[src/rtl/result_tx_pkg.sv]
// Shared types and constants for the result UART transmitter.
// The FSM state encoding and frame geometry live here so the datapath and any checkers agree.
package result_tx_pkg;

  typedef enum logic [1:0] {
    ST_IDLE  = 2'd0,
    ST_START = 2'd1,
    ST_DATA  = 2'd2,
    ST_STOP  = 2'd3
  } tx_state_e;

  localparam int unsigned FRAME_DATA_BITS = 8;
  localparam logic [2:0]  LAST_BIT_IDX    = 3'(FRAME_DATA_BITS - 1);

  function automatic logic [7:0] frame_count_inc(input logic [7:0] count);
    return count + 8'd1;
  endfunction

endpackage

[src/rtl/result_uart_tx_baud_counter.sv]
// Bit-period timer: counts 0..CLKS_PER_BIT-1 and flags the last cycle of each serial bit.
// restart pins the count at zero so the first bit of a frame always gets a full period.
module baud_counter #(
  parameter int unsigned CLKS_PER_BIT = 4
) (
  input  logic clk,
  input  logic reset,
  input  logic restart,
  output logic bit_done
);

  localparam logic [7:0] LAST_CNT = 8'(CLKS_PER_BIT - 1);

  logic [7:0] cnt_d;
  logic [7:0] cnt_q;

  // next count: wrap at the bit boundary or hold at zero while restarted
  always_comb begin
    if (restart || (cnt_q == LAST_CNT)) begin
      cnt_d = 8'd0;
    end else begin
      cnt_d = cnt_q + 8'd1;
    end
  end

  // count register
  always_ff @(posedge clk or posedge reset) begin
    if (reset) begin
      cnt_q <= 8'd0;
    end else begin
      cnt_q <= cnt_d;
    end
  end

  assign bit_done = !restart && (cnt_q == LAST_CNT);

endmodule

[src/rtl/result_uart_tx.sv]
// 8N1 serial transmitter for adder results with a 1-entry holding buffer.
// A buffered byte enters START straight from STOP, so queued frames go out with no idle gap.
module result_uart_tx
  import result_tx_pkg::*;
#(
  parameter int unsigned CLKS_PER_BIT = 4
) (
  input  logic       clk,
  input  logic       reset,
  input  logic [7:0] in_data,
  input  logic       in_valid,
  output logic       in_ready,
  output logic       tx,
  output logic       busy,
  output logic [7:0] frame_count
);

  tx_state_e  state_d,     state_q;
  logic [7:0] buf_d,       buf_q;
  logic       buf_full_d,  buf_full_q;
  logic [7:0] shift_d,     shift_q;
  logic [2:0] bit_idx_d,   bit_idx_q;
  logic       tx_d,        tx_q;
  logic       busy_d,      busy_q;
  logic [7:0] frame_cnt_d, frame_cnt_q;

  logic accept_s;
  logic bit_done_s;
  logic baud_restart_s;

  assign accept_s       = in_valid && !buf_full_q;
  assign baud_restart_s = (state_q == ST_IDLE);

  baud_counter #(
    .CLKS_PER_BIT(CLKS_PER_BIT)
  ) u_baud (
    .clk      (clk),
    .reset    (reset),
    .restart  (baud_restart_s),
    .bit_done (bit_done_s)
  );

  // next-state, buffer and registered-output logic
  always_comb begin
    state_d     = state_q;
    buf_d       = buf_q;
    buf_full_d  = buf_full_q;
    shift_d     = shift_q;
    bit_idx_d   = bit_idx_q;
    tx_d        = tx_q;
    busy_d      = busy_q;
    frame_cnt_d = frame_cnt_q;

    // accept and drain are mutually exclusive: one needs the buffer empty, the other full
    if (accept_s) begin
      buf_d      = in_data;
      buf_full_d = 1'b1;
    end else begin
      buf_d      = buf_q;
    end

    case (state_q)
      ST_IDLE: begin
        tx_d   = 1'b1;
        busy_d = 1'b0;
        if (buf_full_q) begin
          shift_d    = buf_q;
          buf_full_d = 1'b0;
          bit_idx_d  = 3'd0;
          state_d    = ST_START;
          tx_d       = 1'b0;
          busy_d     = 1'b1;
        end else begin
          state_d    = ST_IDLE;
        end
      end
      ST_START: begin
        if (bit_done_s) begin
          state_d   = ST_DATA;
          tx_d      = shift_q[0];
          shift_d   = {1'b0, shift_q[7:1]};
          bit_idx_d = 3'd0;
        end else begin
          state_d   = ST_START;
        end
      end
      ST_DATA: begin
        if (bit_done_s && (bit_idx_q == LAST_BIT_IDX)) begin
          state_d   = ST_STOP;
          tx_d      = 1'b1;
          bit_idx_d = 3'd0;
        end else if (bit_done_s) begin
          tx_d      = shift_q[0];
          shift_d   = {1'b0, shift_q[7:1]};
          bit_idx_d = bit_idx_q + 3'd1;
        end else begin
          state_d   = ST_DATA;
        end
      end
      ST_STOP: begin
        if (bit_done_s) begin
          frame_cnt_d = frame_count_inc(frame_cnt_q);
          if (buf_full_q) begin
            shift_d    = buf_q;
            buf_full_d = 1'b0;
            state_d    = ST_START;
            tx_d       = 1'b0;
            busy_d     = 1'b1;
          end else begin
            state_d    = ST_IDLE;
            tx_d       = 1'b1;
            busy_d     = 1'b0;
          end
        end else begin
          state_d = ST_STOP;
        end
      end
      default: begin
        state_d    = ST_IDLE;
        buf_full_d = 1'b0;
        bit_idx_d  = 3'd0;
        tx_d       = 1'b1;
        busy_d     = 1'b0;
      end
    endcase
  end

  // state, datapath and output registers
  always_ff @(posedge clk or posedge reset) begin
    if (reset) begin
      state_q     <= ST_IDLE;
      buf_q       <= 8'd0;
      buf_full_q  <= 1'b0;
      shift_q     <= 8'd0;
      bit_idx_q   <= 3'd0;
      tx_q        <= 1'b1;
      busy_q      <= 1'b0;
      frame_cnt_q <= 8'd0;
    end else begin
      state_q     <= state_d;
      buf_q       <= buf_d;
      buf_full_q  <= buf_full_d;
      shift_q     <= shift_d;
      bit_idx_q   <= bit_idx_d;
      tx_q        <= tx_d;
      busy_q      <= busy_d;
      frame_cnt_q <= frame_cnt_d;
    end
  end

  assign in_ready    = !buf_full_q;
  assign tx          = tx_q;
  assign busy        = busy_q;
  assign frame_count = frame_cnt_q;

endmodule

[config.mk]
export PLATFORM = sky130hd
export DESIGN_NAME = result_uart_tx
export DESIGN_NICKNAME = d
export VERILOG_FILES = /design/src/rtl/result_tx_pkg.sv /design/src/rtl/result_uart_tx_baud_counter.sv /design/src/rtl/result_uart_tx.sv
export SDC_FILE = /design/constraint.sdc
export NUM_CORES = 1
export LEC_CHECK = 0
export ABC_AREA = 1
export CORE_MARGIN = 10
export CORE_UTILIZATION = 56
export DETAILED_ROUTE_END_ITERATION = 8
export PLACE_DENSITY = 0.79
export SYNTH_ARGS = -nofsm -noshare
export SYNTH_HDL_FRONTEND = slang
export SYNTH_SLANG_ARGS = --single-unit
[constraint.sdc]
create_clock -name clk -period 1.9 [get_ports clk]
set_clock_uncertainty 0.2 [all_clocks]
set_input_delay 0.19 -clock clk [delete_from_list [all_inputs] [get_ports clk]]
set_output_delay 0.19 -clock clk [all_outputs]
set_load 0.01 [all_outputs]
==> flow_metrics.env <==
export IMPL_setup_violations_final=0
export IMPL_num_rows=22
export IMPL_crit_family="buffers and inverters"
export IMPL_totalWireLength_mm=3.90
export IMPL_layout_drive_gt1_share_pct=12.0
export IMPL_design_core_area_sq_um=3630
export IMPL_syn2layout_area_growth_pct=19.9
export IMPL_firstDrtPassIters=4
export IMPL_endpoint_kind="primary output"
export IMPL_syn_inst=254
export IMPL_drc=0
export IMPL_place_inst=322
export IMPL_critPathBufInv=2
export IMPL_clk_path_buf_depth=2
export IMPL_ant_nets=0
export IMPL_num_vias=1659
export IMPL_powerDensity_nw_per_um2=1380
export IMPL_final_cells=331
export IMPL_worst_ep_arrival_time_ns=1.46
export IMPL_clk_latency_ns=0.30
export IMPL_status="completed"
export IMPL_grt_first_pass_wirelength_mm=6.87
export IMPL_slew_headroom_pct=61.5
export IMPL_p_total_w=0.00344
export IMPL_hold_violations=0
export IMPL_max_cap_viol_count=0
export IMPL_swShare_pct=42.0
export IMPL_fp_dieH_microns=80.9
export IMPL_cp_required_ns=1.51
export IMPL_grt_usage_pct=13.0
export IMPL_gp_congestion=0.837
export IMPL_drt_iter0_markers=55
export IMPL_power_frac_comb_pct=46.9
export IMPL_clockPowerShare_pct=16.3
export IMPL_setup_ws_ns=0.0501
export IMPL_cpMaxStageDelayCell="clkdlybuf4s50_1"
export IMPL_fin_crit_sh_pct=97.4
export IMPL_portBuffers=21
export IMPL_syn_num_nets=273
export IMPL_vdd_drop_max_uv=751
export IMPL_path_class="flip-flop to primary output"
export IMPL_cts_hold_buf=0
export IMPL_worstHoldPathType="primary input to asynchronous set/reset pin"
export IMPL_cts_tree="built"
export IMPL_drt_vias_per_instance=5.01
export IMPL_seq_area_frac_synth_pct=48.3
export IMPL_drv_slew=0
export IMPL_ys_types=30
export IMPL_hpwl_mm=2.82
export IMPL_cpPeakStageDelay_ns=0.56
export IMPL_placed_cell_area_sq_um=2360
export IMPL_p_int_w=0.00200
export IMPL_antenna_cells=0
export IMPL_nets=301
export IMPL_crit_path_cell_trace="inv_1 > clkdlybuf4s50_1"
export IMPL_wl_per_cell_microns=11.8
export IMPL_grt_pass1_vias=1578
export IMPL_dieArea_sq_um=6540
export IMPL_fin_crit_ns=1.85
export IMPL_startpoint_type="flip-flop"
export IMPL_design_area_sq_um=2490
export IMPL_clkTransAtPathRegs_ns=0.08
export IMPL_p_seq_share_pct=36.8
export IMPL_p_leak_nw=1.24
export IMPL_syn_area_sq_um=2080
export IMPL_dieWidth_microns=80.9
export IMPL_worst_slew_pin_slew_ns=0.574
export IMPL_numCtsBuffers=5
export IMPL_grt_max_degree=41
export IMPL_start_util_pct=57.2
export IMPL_rr_worst_depth=8
export IMPL_clock_sinks=40
export IMPL_fillers=305
export IMPL_syn_area_per_cell_sq_um=8.18
export IMPL_yosys_warnings=0
export IMPL_antenna_found_initial=0
export IMPL_overflow=0
export IMPL_ios=22
export IMPL_root_buffer="clkbuf_8"
export IMPL_htree_levels=2
export IMPL_crit_cells=2
export IMPL_p_sw_w=0.00144
export IMPL_worst_path_max_fanout=5
export IMPL_ys_ff_latch=40
export IMPL_fmax_mhz=541
export IMPL_dpl_worst_slack_ns=0.0436
metrics by stage:
step	setup TNS, ns	hold WS, ns	util, %
2_1_floorplan	0	0.149	-
3_3_place_gp	0	0.252	65.1
3_5_place_dp	0	0.260	65.1
5_1_grt	-0.0437	0.0861	68.5
6_report	0	0.0503	68.5
4_1_cts	0	0.0675	67.5
sequential cells by signal (all words and copies together) (netlist names):
signal        cells
frame_count       8
shift_q           8
bit_idx_q         3
state_q           2
u_baud.cnt_q      8
tx                1
buf_q             8
buf_full_q        1
busy              1
path summary, 6_finish.rpt:
kind / from / endpoint / slack, ns
worst max register to register: u_baud.cnt_q[0] / frame_count[5] / 0.10
worst min register to register: shift_q[1] / shift_q[1] / 0.28
worst max-delay path: buf_full_q / in_ready / 0.05
min in group clk: in_data[2] / buf_q[2] / 0.27
max in group asynchronous: reset / tx / 1.19
worst min-delay path: reset / u_baud.cnt_q[2] / 0.05
cell usage in the layout, fill, tap and decap left out, types with 3 or more instances in the layout:
| master | synthesis | layout |
|---|---|---|
| a21oi_1 | 12 | 12 |
| a31oi_1 | 3 | 3 |
| buf_4 | 0 | 3 |
| clkbuf_8 | 0 | 5 |
| clkdlybuf4s50_1 | 0 | 21 |
| dfrtp_1 | 39 | 39 |
| ha_1 | 8 | 6 |
| inv_1 | 31 | 29 |
| inv_2 | 4 | 5 |
| nand2_1 | 63 | 63 |
| nand3_1 | 19 | 19 |
| nand4_1 | 3 | 3 |
| nor2_1 | 23 | 23 |
| nor2_2 | 4 | 3 |
| nor3b_1 | 3 | 3 |
| o21ai_0 | 14 | 14 |
| o21ai_1 | 4 | 4 |
| xnor2_1 | 3 | 3 |
| xor2_1 | 3 | 3 |
layout make-up:
type | count | area [sq um] | area share, %
repair buffers | 25 | 253 | 10.2
flip-flops and latches | 40 | 1000 | 40.3
inverters | 36 | 140 | 5.63
multi-input cells | 174 | 947 | 38.0
clock buffers | 5 | 68.8 | 2.76
clock inverters | 3 | 18.8 | 0.754
well taps | 48 | 60.1 | 2.41
cells in the mapped netlist (all sizes together):
cell type  count  area, sq um
nand4          3         18.8
nand3b         2         15.0
xnor2          3         26.3
nor2          28          131
o21bai         1         7.51
ha             8          100
o21ai         19         98.9
nand2         66          260
clkbuf         2         7.51
buf            2         10.0
nand3         20          113
a31oi          3         18.8
nor3           2         15.0
xor2           3         26.3
nor3b          3         22.5
a21oi         12         60.1
or2            1         6.26
dfrtp         39          976
dfstp          1         26.3
inv           36          138
repair_timing:
action                     CTS  global route
setup endpoints to repair    0            21
setup buffers                0             1
hold endpoints to repair     0             0
resized for setup            0             7
kinds of logic after synthesis:
family / share of synthesized area (%)
compound gates: 8.92
fa+ha+maj: 4.82
xor+xnor: 2.53
flops: 48.3
buf+inv: 7.47
simple gates: 28.0
metal layers:
layer  global-route usage [%]  vias to the layer above  routed length [microns]
li1                         -                      863                        -
met2                     21.5                       30                     1870
met1                     15.2                      757                     1760
met4                     4.84                        0                       68
met3                     4.64                        9                      210
met5                        0                        -                        0
power by group through the flow:
stage                     sequential, W  combinational, W  clock, W
after CTS                       0.00126           0.00153  0.000579
after floorplan                 0.00126           0.00113         0
after global routing            0.00130           0.00188  0.000606
after global placement          0.00127           0.00148         0
final                           0.00126           0.00161  0.000561
after detailed placement        0.00127           0.00152         0
worst register-to-register path, stage by stage, from the launching register on:
cell and delay (ns):
dfrtp_1 0.39, ha_2 0.21, inv_1 0.07, nor2_4 0.14
nand3_4 0.17, nor2_8 0.21, nand2_1 0.12, nor3_2 0.11
nor2_1 0.07
(Power assumes the default switching activity.)
